$ cat src/rtl/cpu_pkg.sv
`default_nettype none
// ============================================================================
// Module   : cpu_pkg
// Purpose  : Shared constants and types for the five-stage MIPS core with CP0:
//            CP0 ExcCode values, default exception vector PC and the width of
//            the hazard T_new counter.
// Ports    : none (package)
// Config   : none
// Revision : 1.0 - initial release
// ============================================================================
package cpu_pkg;

    typedef logic [4:0] exc_code_t;

    // CP0 Cause.ExcCode values produced or recognised in the E/M stages
    localparam exc_code_t EXC_NONE = 5'd0;
    localparam exc_code_t EXC_ADEL = 5'd4;
    localparam exc_code_t EXC_ADES = 5'd5;
    localparam exc_code_t EXC_OV   = 5'd12;

    // PC placed in the bubble created by an exception flush
    localparam logic [31:0] EXC_PC_DEF = 32'h0000_4180;

    // Width of the T_new hazard counter
    localparam int TNEW_W_DEF = 2;

endpackage : cpu_pkg
`default_nettype wire

$ cat src/rtl/exc_merge_m.sv
`default_nettype none
// ============================================================================
// Module   : exc_merge_m
// Purpose  : Combinational merge of exceptions detected late in the E stage
//            into the ExcCode carried down the pipe, plus the kill signal that
//            suppresses architectural side effects of the excepting slot.
// Ports    : exc_code_in  - ExcCode accumulated up to E (0 = none)
//            ov           - ALU signed overflow
//            ov_check     - instruction traps on overflow (add/addi/sub)
//            mem_read     - load instruction
//            mem_write    - store instruction
//            exc_code_out - merged ExcCode
//            kill         - merged ExcCode is non-zero
// Config   : none
// Revision : 1.0 - initial release
// ============================================================================
module exc_merge_m
    import cpu_pkg::*;
(
    input  logic [4:0] exc_code_in,
    input  logic       ov,
    input  logic       ov_check,
    input  logic       mem_read,
    input  logic       mem_write,
    output logic [4:0] exc_code_out,
    output logic       kill
);

    // Earlier-stage exceptions win; an overflowing address calculation is
    // reported as an address error of the matching access type. Overflow on
    // addu/addiu (no check flag, no memory access) is architecturally silent.
    always_comb begin
        exc_code_out = EXC_NONE;
        if (exc_code_in != EXC_NONE) begin
            exc_code_out = exc_code_in;
        end else if (ov && ov_check) begin
            exc_code_out = EXC_OV;
        end else if (ov && mem_read) begin
            exc_code_out = EXC_ADEL;
        end else if (ov && mem_write) begin
            exc_code_out = EXC_ADES;
        end
    end

    assign kill = (exc_code_out != EXC_NONE);

endmodule : exc_merge_m
`default_nettype wire

$ cat src/rtl/reg_m.sv
`default_nettype none
// ============================================================================
// Module   : reg_m
// Purpose  : EX/MEM pipeline register. Latches E-stage results and forwarding
//            metadata, decrements T_new (saturating at 0), merges late E-stage
//            exceptions into ExcCode, supports hold (Stall) and exception
//            flush (Req, which loads EXC_PC into the bubble).
// Ports    : clk, reset (async, active-high), Req, Stall,
//            E-stage inputs *E / T_new_E / OvE / OvCheckE,
//            registered M-stage outputs *M / T_new_M / ExcCodeM.
// Config   : REG_M_DATA_TRACE_EN - adds TraceValidM / TraceAddrM outputs.
// Revision : 1.0 - initial release
// ============================================================================
module reg_m
    import cpu_pkg::*;
#(
    parameter logic [31:0] EXC_PC = EXC_PC_DEF,
    parameter int          TNEW_W = TNEW_W_DEF
) (
    input  logic              clk,
    input  logic              reset,
    input  logic              Req,
    input  logic              Stall,
    input  logic [31:0]       PcE,
    input  logic [31:0]       InstrE,
    input  logic              BDE,
    input  logic [31:0]       ALUOutE,
    input  logic [31:0]       WriteDataE,
    input  logic [4:0]        A3E,
    input  logic              RegWriteEnableE,
    input  logic              MemtoRegE,
    input  logic              MemWriteE,
    input  logic              MemReadE,
    input  logic              jalselE,
    input  logic [3:0]        MDUOpE,
    input  logic [31:0]       MDUOutE,
    input  logic [TNEW_W-1:0] T_new_E,
    input  logic [4:0]        ExcCodeE,
    input  logic              OvE,
    input  logic              OvCheckE,
    output logic [31:0]       PcM,
    output logic [31:0]       InstrM,
    output logic              BDM,
    output logic [31:0]       ALUOutM,
    output logic [31:0]       WriteDataM,
    output logic [4:0]        A3M,
    output logic              RegWriteEnableM,
    output logic              MemtoRegM,
    output logic              MemWriteM,
    output logic              MemReadM,
    output logic              jalselM,
    output logic [3:0]        MDUOpM,
    output logic [31:0]       MDUOutM,
    output logic [TNEW_W-1:0] T_new_M,
    output logic [4:0]        ExcCodeM
`ifdef REG_M_DATA_TRACE_EN
    ,
    output logic              TraceValidM,
    output logic [31:0]       TraceAddrM
`endif
);

    logic [4:0]        exc_merged;
    logic              kill;
    logic [TNEW_W-1:0] t_new_next;

    exc_merge_m u_exc_merge (
        .exc_code_in  (ExcCodeE),
        .ov           (OvE),
        .ov_check     (OvCheckE),
        .mem_read     (MemReadE),
        .mem_write    (MemWriteE),
        .exc_code_out (exc_merged),
        .kill         (kill)
    );

    // One stage of progress toward result availability; never wraps below 0
    assign t_new_next = (T_new_E != '0) ? (T_new_E - TNEW_W'(1)) : '0;

    always_ff @(posedge clk or posedge reset) begin
        if (reset) begin
            PcM             <= '0;
            InstrM          <= '0;
            BDM             <= 1'b0;
            ALUOutM         <= '0;
            WriteDataM      <= '0;
            A3M             <= '0;
            RegWriteEnableM <= 1'b0;
            MemtoRegM       <= 1'b0;
            MemWriteM       <= 1'b0;
            MemReadM        <= 1'b0;
            jalselM         <= 1'b0;
            MDUOpM          <= '0;
            MDUOutM         <= '0;
            T_new_M         <= '0;
            ExcCodeM        <= '0;
`ifdef REG_M_DATA_TRACE_EN
            TraceValidM     <= 1'b0;
            TraceAddrM      <= '0;
`endif
        end else if (Req) begin
            // Flush bubble: the exception vector PC keeps the M-stage PC
            // meaningful for a macroscopic-PC view while the slot is empty.
            PcM             <= EXC_PC;
            InstrM          <= '0;
            BDM             <= 1'b0;
            ALUOutM         <= '0;
            WriteDataM      <= '0;
            A3M             <= '0;
            RegWriteEnableM <= 1'b0;
            MemtoRegM       <= 1'b0;
            MemWriteM       <= 1'b0;
            MemReadM        <= 1'b0;
            jalselM         <= 1'b0;
            MDUOpM          <= '0;
            MDUOutM         <= '0;
            T_new_M         <= '0;
            ExcCodeM        <= '0;
`ifdef REG_M_DATA_TRACE_EN
            TraceValidM     <= 1'b0;
            TraceAddrM      <= '0;
`endif
        end else if (Stall) begin
            // Hold everything, T_new_M included; a held slot is not a new
            // trace event.
`ifdef REG_M_DATA_TRACE_EN
            TraceValidM     <= 1'b0;
`endif
        end else begin
            // PC/BD/Instr still latch on a killed slot for EPC and BD reporting
            PcM             <= PcE;
            InstrM          <= InstrE;
            BDM             <= BDE;
            ALUOutM         <= ALUOutE;
            WriteDataM      <= WriteDataE;
            A3M             <= A3E;
            RegWriteEnableM <= RegWriteEnableE & ~kill;
            MemtoRegM       <= MemtoRegE;
            MemWriteM       <= MemWriteE & ~kill;
            MemReadM        <= MemReadE & ~kill;
            jalselM         <= jalselE;
            MDUOpM          <= MDUOpE;
            MDUOutM         <= MDUOutE;
            T_new_M         <= t_new_next;
            ExcCodeM        <= exc_merged;
`ifdef REG_M_DATA_TRACE_EN
            TraceValidM     <= ~kill;
            TraceAddrM      <= (MemWriteE || MemReadE) ? ALUOutE : '0;
`endif
        end
    end

endmodule : reg_m
`default_nettype wire

$ cat config.mk
export PLATFORM = sky130hd
export DESIGN_NAME = reg_m
export DESIGN_NICKNAME = d
export VERILOG_FILES = /design/src/rtl/cpu_pkg.sv /design/src/rtl/exc_merge_m.sv /design/src/rtl/reg_m.sv
export SDC_FILE = /design/constraint.sdc
export NUM_CORES = 1
export LEC_CHECK = 0
export BUFFER_PORTS_ARGS = -buffer_cell sky130_fd_sc_hd__buf_2
export CAP_MARGIN = 20
export CORE_AREA = 2 2 142 144
export DETAILED_ROUTE_END_ITERATION = 10
export DIE_AREA = 0 0 144 146
export HOLD_SLACK_MARGIN = 0.02
export PLACE_DENSITY = 0.76
export SLEW_MARGIN = 30
export SYNTH_ARGS = -nofsm -noshare
export SYNTH_HDL_FRONTEND = slang
export SYNTH_SLANG_ARGS = --single-unit
$ cat constraint.sdc
create_clock -name clk -period 5.45 [get_ports clk]
set_input_delay 0.2725 -clock clk [delete_from_list [all_inputs] [get_ports clk]]
set_output_delay 0.2725 -clock clk [all_outputs]
set_load 0.01 [all_outputs]
==> impl_metrics.py <==
metrics = {
    "status": {
        "status": "completed",
    },
    "routing": {
        "drt_wl_total_um": 18700,
        "drt-wirelength-per-cell_um": 15.2,
        "drcViolationCount": 0,
        "ant_nets": 0,
        "routed_via_density": 4.67,
        "drt_iter0_markers": 208,
        "vias": 5740,
        "drt-pass1-iter-count": 4,
    },
    "power": {
        "pwr-share-comb_pct": 12.9,
        "ir_worst_vdd_mv": 0.196,
        "p_leak_nw": 5.78,
        "pwr-share-seq_pct": 46.8,
        "clock_power_share_pct": 40.3,
        "p_sw_uw": 794,
        "p_int_mw": 2.33,
        "power_density_nw_per_um2": 312,
        "netSwitchingFraction_pct": 25.4,
    },
    "logic_synthesis": {
        "yosysTopAreaCell": "dfrtp_1",
        "synth_area_leaders": "dfrtp_1 (61%), mux2i_1 (23%), nor2_1 (8.8%), buf_4 (1.4%), clkbuf_1 (0.66%)",
        "yosysWarnings": 0,
        "synth-seq-area-share_pct": 61.5,
        "synth_flop_cell": "dfrtp_1",
        "synth_most_common_cell": "dfrtp_1",
        "yosysTopAreaCellShare_pct": 61.5,
        "syn_area_per_cell_um2": 12.3,
        "syn_inst": 602,
        "synthArstFlopShare_pct": 100,
        "postSynthNetCount": 790,
        "synth-seq-cells": 182,
        "netlist_area_um2": 7410,
        "synth_common_cells": "dfrtp_1 (182), nor2_1 (173), mux2i_1 (171), buf_4 (14), clkbuf_1 (13)",
        "synth_cell_types": 26,
        "synth_edf_count": 0,
    },
    "clock_network": {
        "cts_resized": 0,
        "h-tree-depth": 4,
        "cts.sinks": 182,
        "cts_tree": "done",
        "hold_buffers": 0,
        "clock_latency_ns": 0.42,
        "clkTransAtPathRegs_ns": 0.07,
        "cts_setup_buffers": 0,
        "cts-root-buf": "clkbuf_16",
        "cts_buffer_depth": 2,
        "cts_buffers": 17,
    },
    "critical_path": {
        "critPathMaxFanout": 99,
        "cp-end-kind": "flip-flop",
        "cp.required_ns": 5.72,
        "crit-reg2reg-launch": "PcM[14]",
        "cp.arrival_ns": 1.93,
        "critPathMaxStageDelay_ns": 0.54,
        "cp_slowest_cell": "buf_8",
        "crit_type": "in -> reg",
        "critPathLaunch": "Stall",
        "cp-start-kind": "primary input",
        "worstPathCellList": "buf_8 > buf_12 > mux2i_1 > nor2_1",
    },
    "timing": {
        "finalHoldViolations": 0,
        "rsz0062_at_grt": "false",
        "fin_crit_ns": 1.66,
        "tightest_slew_ns": 0.851,
        "clock_skew_ns": 0,
        "hold-worst-slack_ns": 0.00164,
        "post-route-period-util_pct": 30.5,
        "setup_viol_count_final": 0,
        "slew_violations": 0,
        "fin_tns_setup_ns": 0,
        "slew_headroom_pct": 43.2,
        "clock.fmax_mhz": 602,
    },
    "die": {
        "die_area_um2": 21000,
        "coreArea_um2": 19300,
        "die_w_um": 144,
        "die_y_um": 146,
        "pin_count": 370,
        "placement_rows": 51,
        "initial_core_util_pct": 38.3,
    },
    "worst_hold_path": {
        "worst_hold_path_type": "in -> async",
    },
    "place": {
        "io_buffers": 369,
        "place_congestion": 0.779,
        "dpl.hpwl_um": 13100,
    },
    "finish": {
        "multiInputGateArea_um2": 2590,
        "seqCellArea_um2": 4550,
        "nets": 1141,
        "area.growth.synth_to_final_pct": 35.2,
        "num-fill-cells": 1723,
        "antenna_cells": 0,
        "drive_above_1_share_pct": 42.0,
    },
    "job": {
        "maxCapViolCount": 0,
    },
    "global_route": {
        "antenna_found_initial": 0,
        "grt_max_degree": 100,
        "grt_pass1_vias": 5535,
        "gr-usage-all-layers_pct": 17.2,
        "grt_overflow": 0,
        "grt_first_pass_wirelength_um": 28600,
    },
}
==> state kept, by name, summed over array words and instances (netlist names), 4 cells and up <==
signal	cells
InstrM	32
MDUOutM	32
A3M	5
ExcCodeM	5
WriteDataM	32
PcM	32
MDUOpM	4
ALUOutM	32
==> worst paths after layout <==
| check | depth (start not counted) | slack, ns | to |
|---|---|---|---|
| hold / removal | 2 | 0.002 | WriteDataM[20] |
| min in group clk | 3 | 0.09 | WriteDataM[10] |
| setup / recovery | 4 | 3.79 | ALUOutM[19] |
| hold reg to reg | 1 | 0.50 | PcM[7] |
| setup reg to reg | 1 | 4.65 | PcM[14] |
| max in group asynchronous | 3 | 4.44 | PcM[31] |
==> power groups by stage <==
stage	combinational (mW)	clock [mW]	sequential, mW
5_1_grt	0.443	1.35	1.47
2_1_floorplan	0.188	0	1.52
3_3_place_gp	0.403	0	1.49
6_report	0.402	1.26	1.47
3_5_place_dp	0.409	0	1.49
4_1_cts	0.409	1.29	1.47
==> cell type report <==
| class | instances | share of cell area, % |
|---|---|---|
| Clock buffer | 18 | 4.29 |
| Clock inverter | 12 | 1.67 |
| Inverter | 4 | 0.200 |
| Multi-Input combinational cell | 375 | 25.9 |
| Sequential cell | 182 | 45.5 |
| Tap cell | 265 | 3.31 |
| Timing Repair Buffer | 373 | 19.1 |
==> per-stage QoR <==
| stage | util (%) | worst slack (ns) | std cells | cell area (um2) | power, mW |
|---|---|---|---|---|---|
| CTS | 51.8 | 3.81 | 1229 | 10000 | 3.17 |
| floorplan | - | 0.234 | 602 | 7410 | 1.71 |
| finish | 51.8 | 3.79 | 1229 | 10000 | 3.13 |
| global placement | 48.7 | 3.40 | 1199 | 9420 | 1.89 |
| global route | 51.8 | 3.73 | 1229 | 10000 | 3.27 |
| detailed placement | 48.7 | 3.37 | 1199 | 9420 | 1.90 |
==> critical path: cells and delay by family <==
| kind | cells | cell delay, ns |
|---|---|---|
| buffers and inverters | 2 | 1.06 |
| muxes | 1 | 0.29 |
| and+or+nand+nor | 1 | 0.07 |
==> cell usage in the layout, fill, tap and decap left out, drive strengths merged, types with 2 or more instances in the layout <==
master	synthesis	final
nor3b	5	5
dfrtp	182	182
a22o	2	2
bufinv	0	3
inv	4	9
a21oi	4	4
nor2	173	173
clkinvlp	0	3
nor2b	5	5
a211o	3	3
mux2i	171	171
nand2	2	2
buf	28	373
clkbuf	13	18
==> metal layers <==
metal | GRT usage [%] | vias to the layer above | wire (um)
li1 | - | 2719 | -
met1 | 21.0 | 2749 | 7500
met2 | 28.8 | 248 | 9260
met3 | 5.59 | 24 | 1630
met4 | 5.29 | 0 | 263
met5 | 0 | - | 0
==> kinds of logic after synthesis <==
family | share of synthesized area [%]
DFF | 61.5
and+or+nand+nor | 10.6
buffers and inverters | 3.48
muxes | 23.1
AOI/OAI and AO/OA | 1.32
Power figures use the tool's default switching activity.
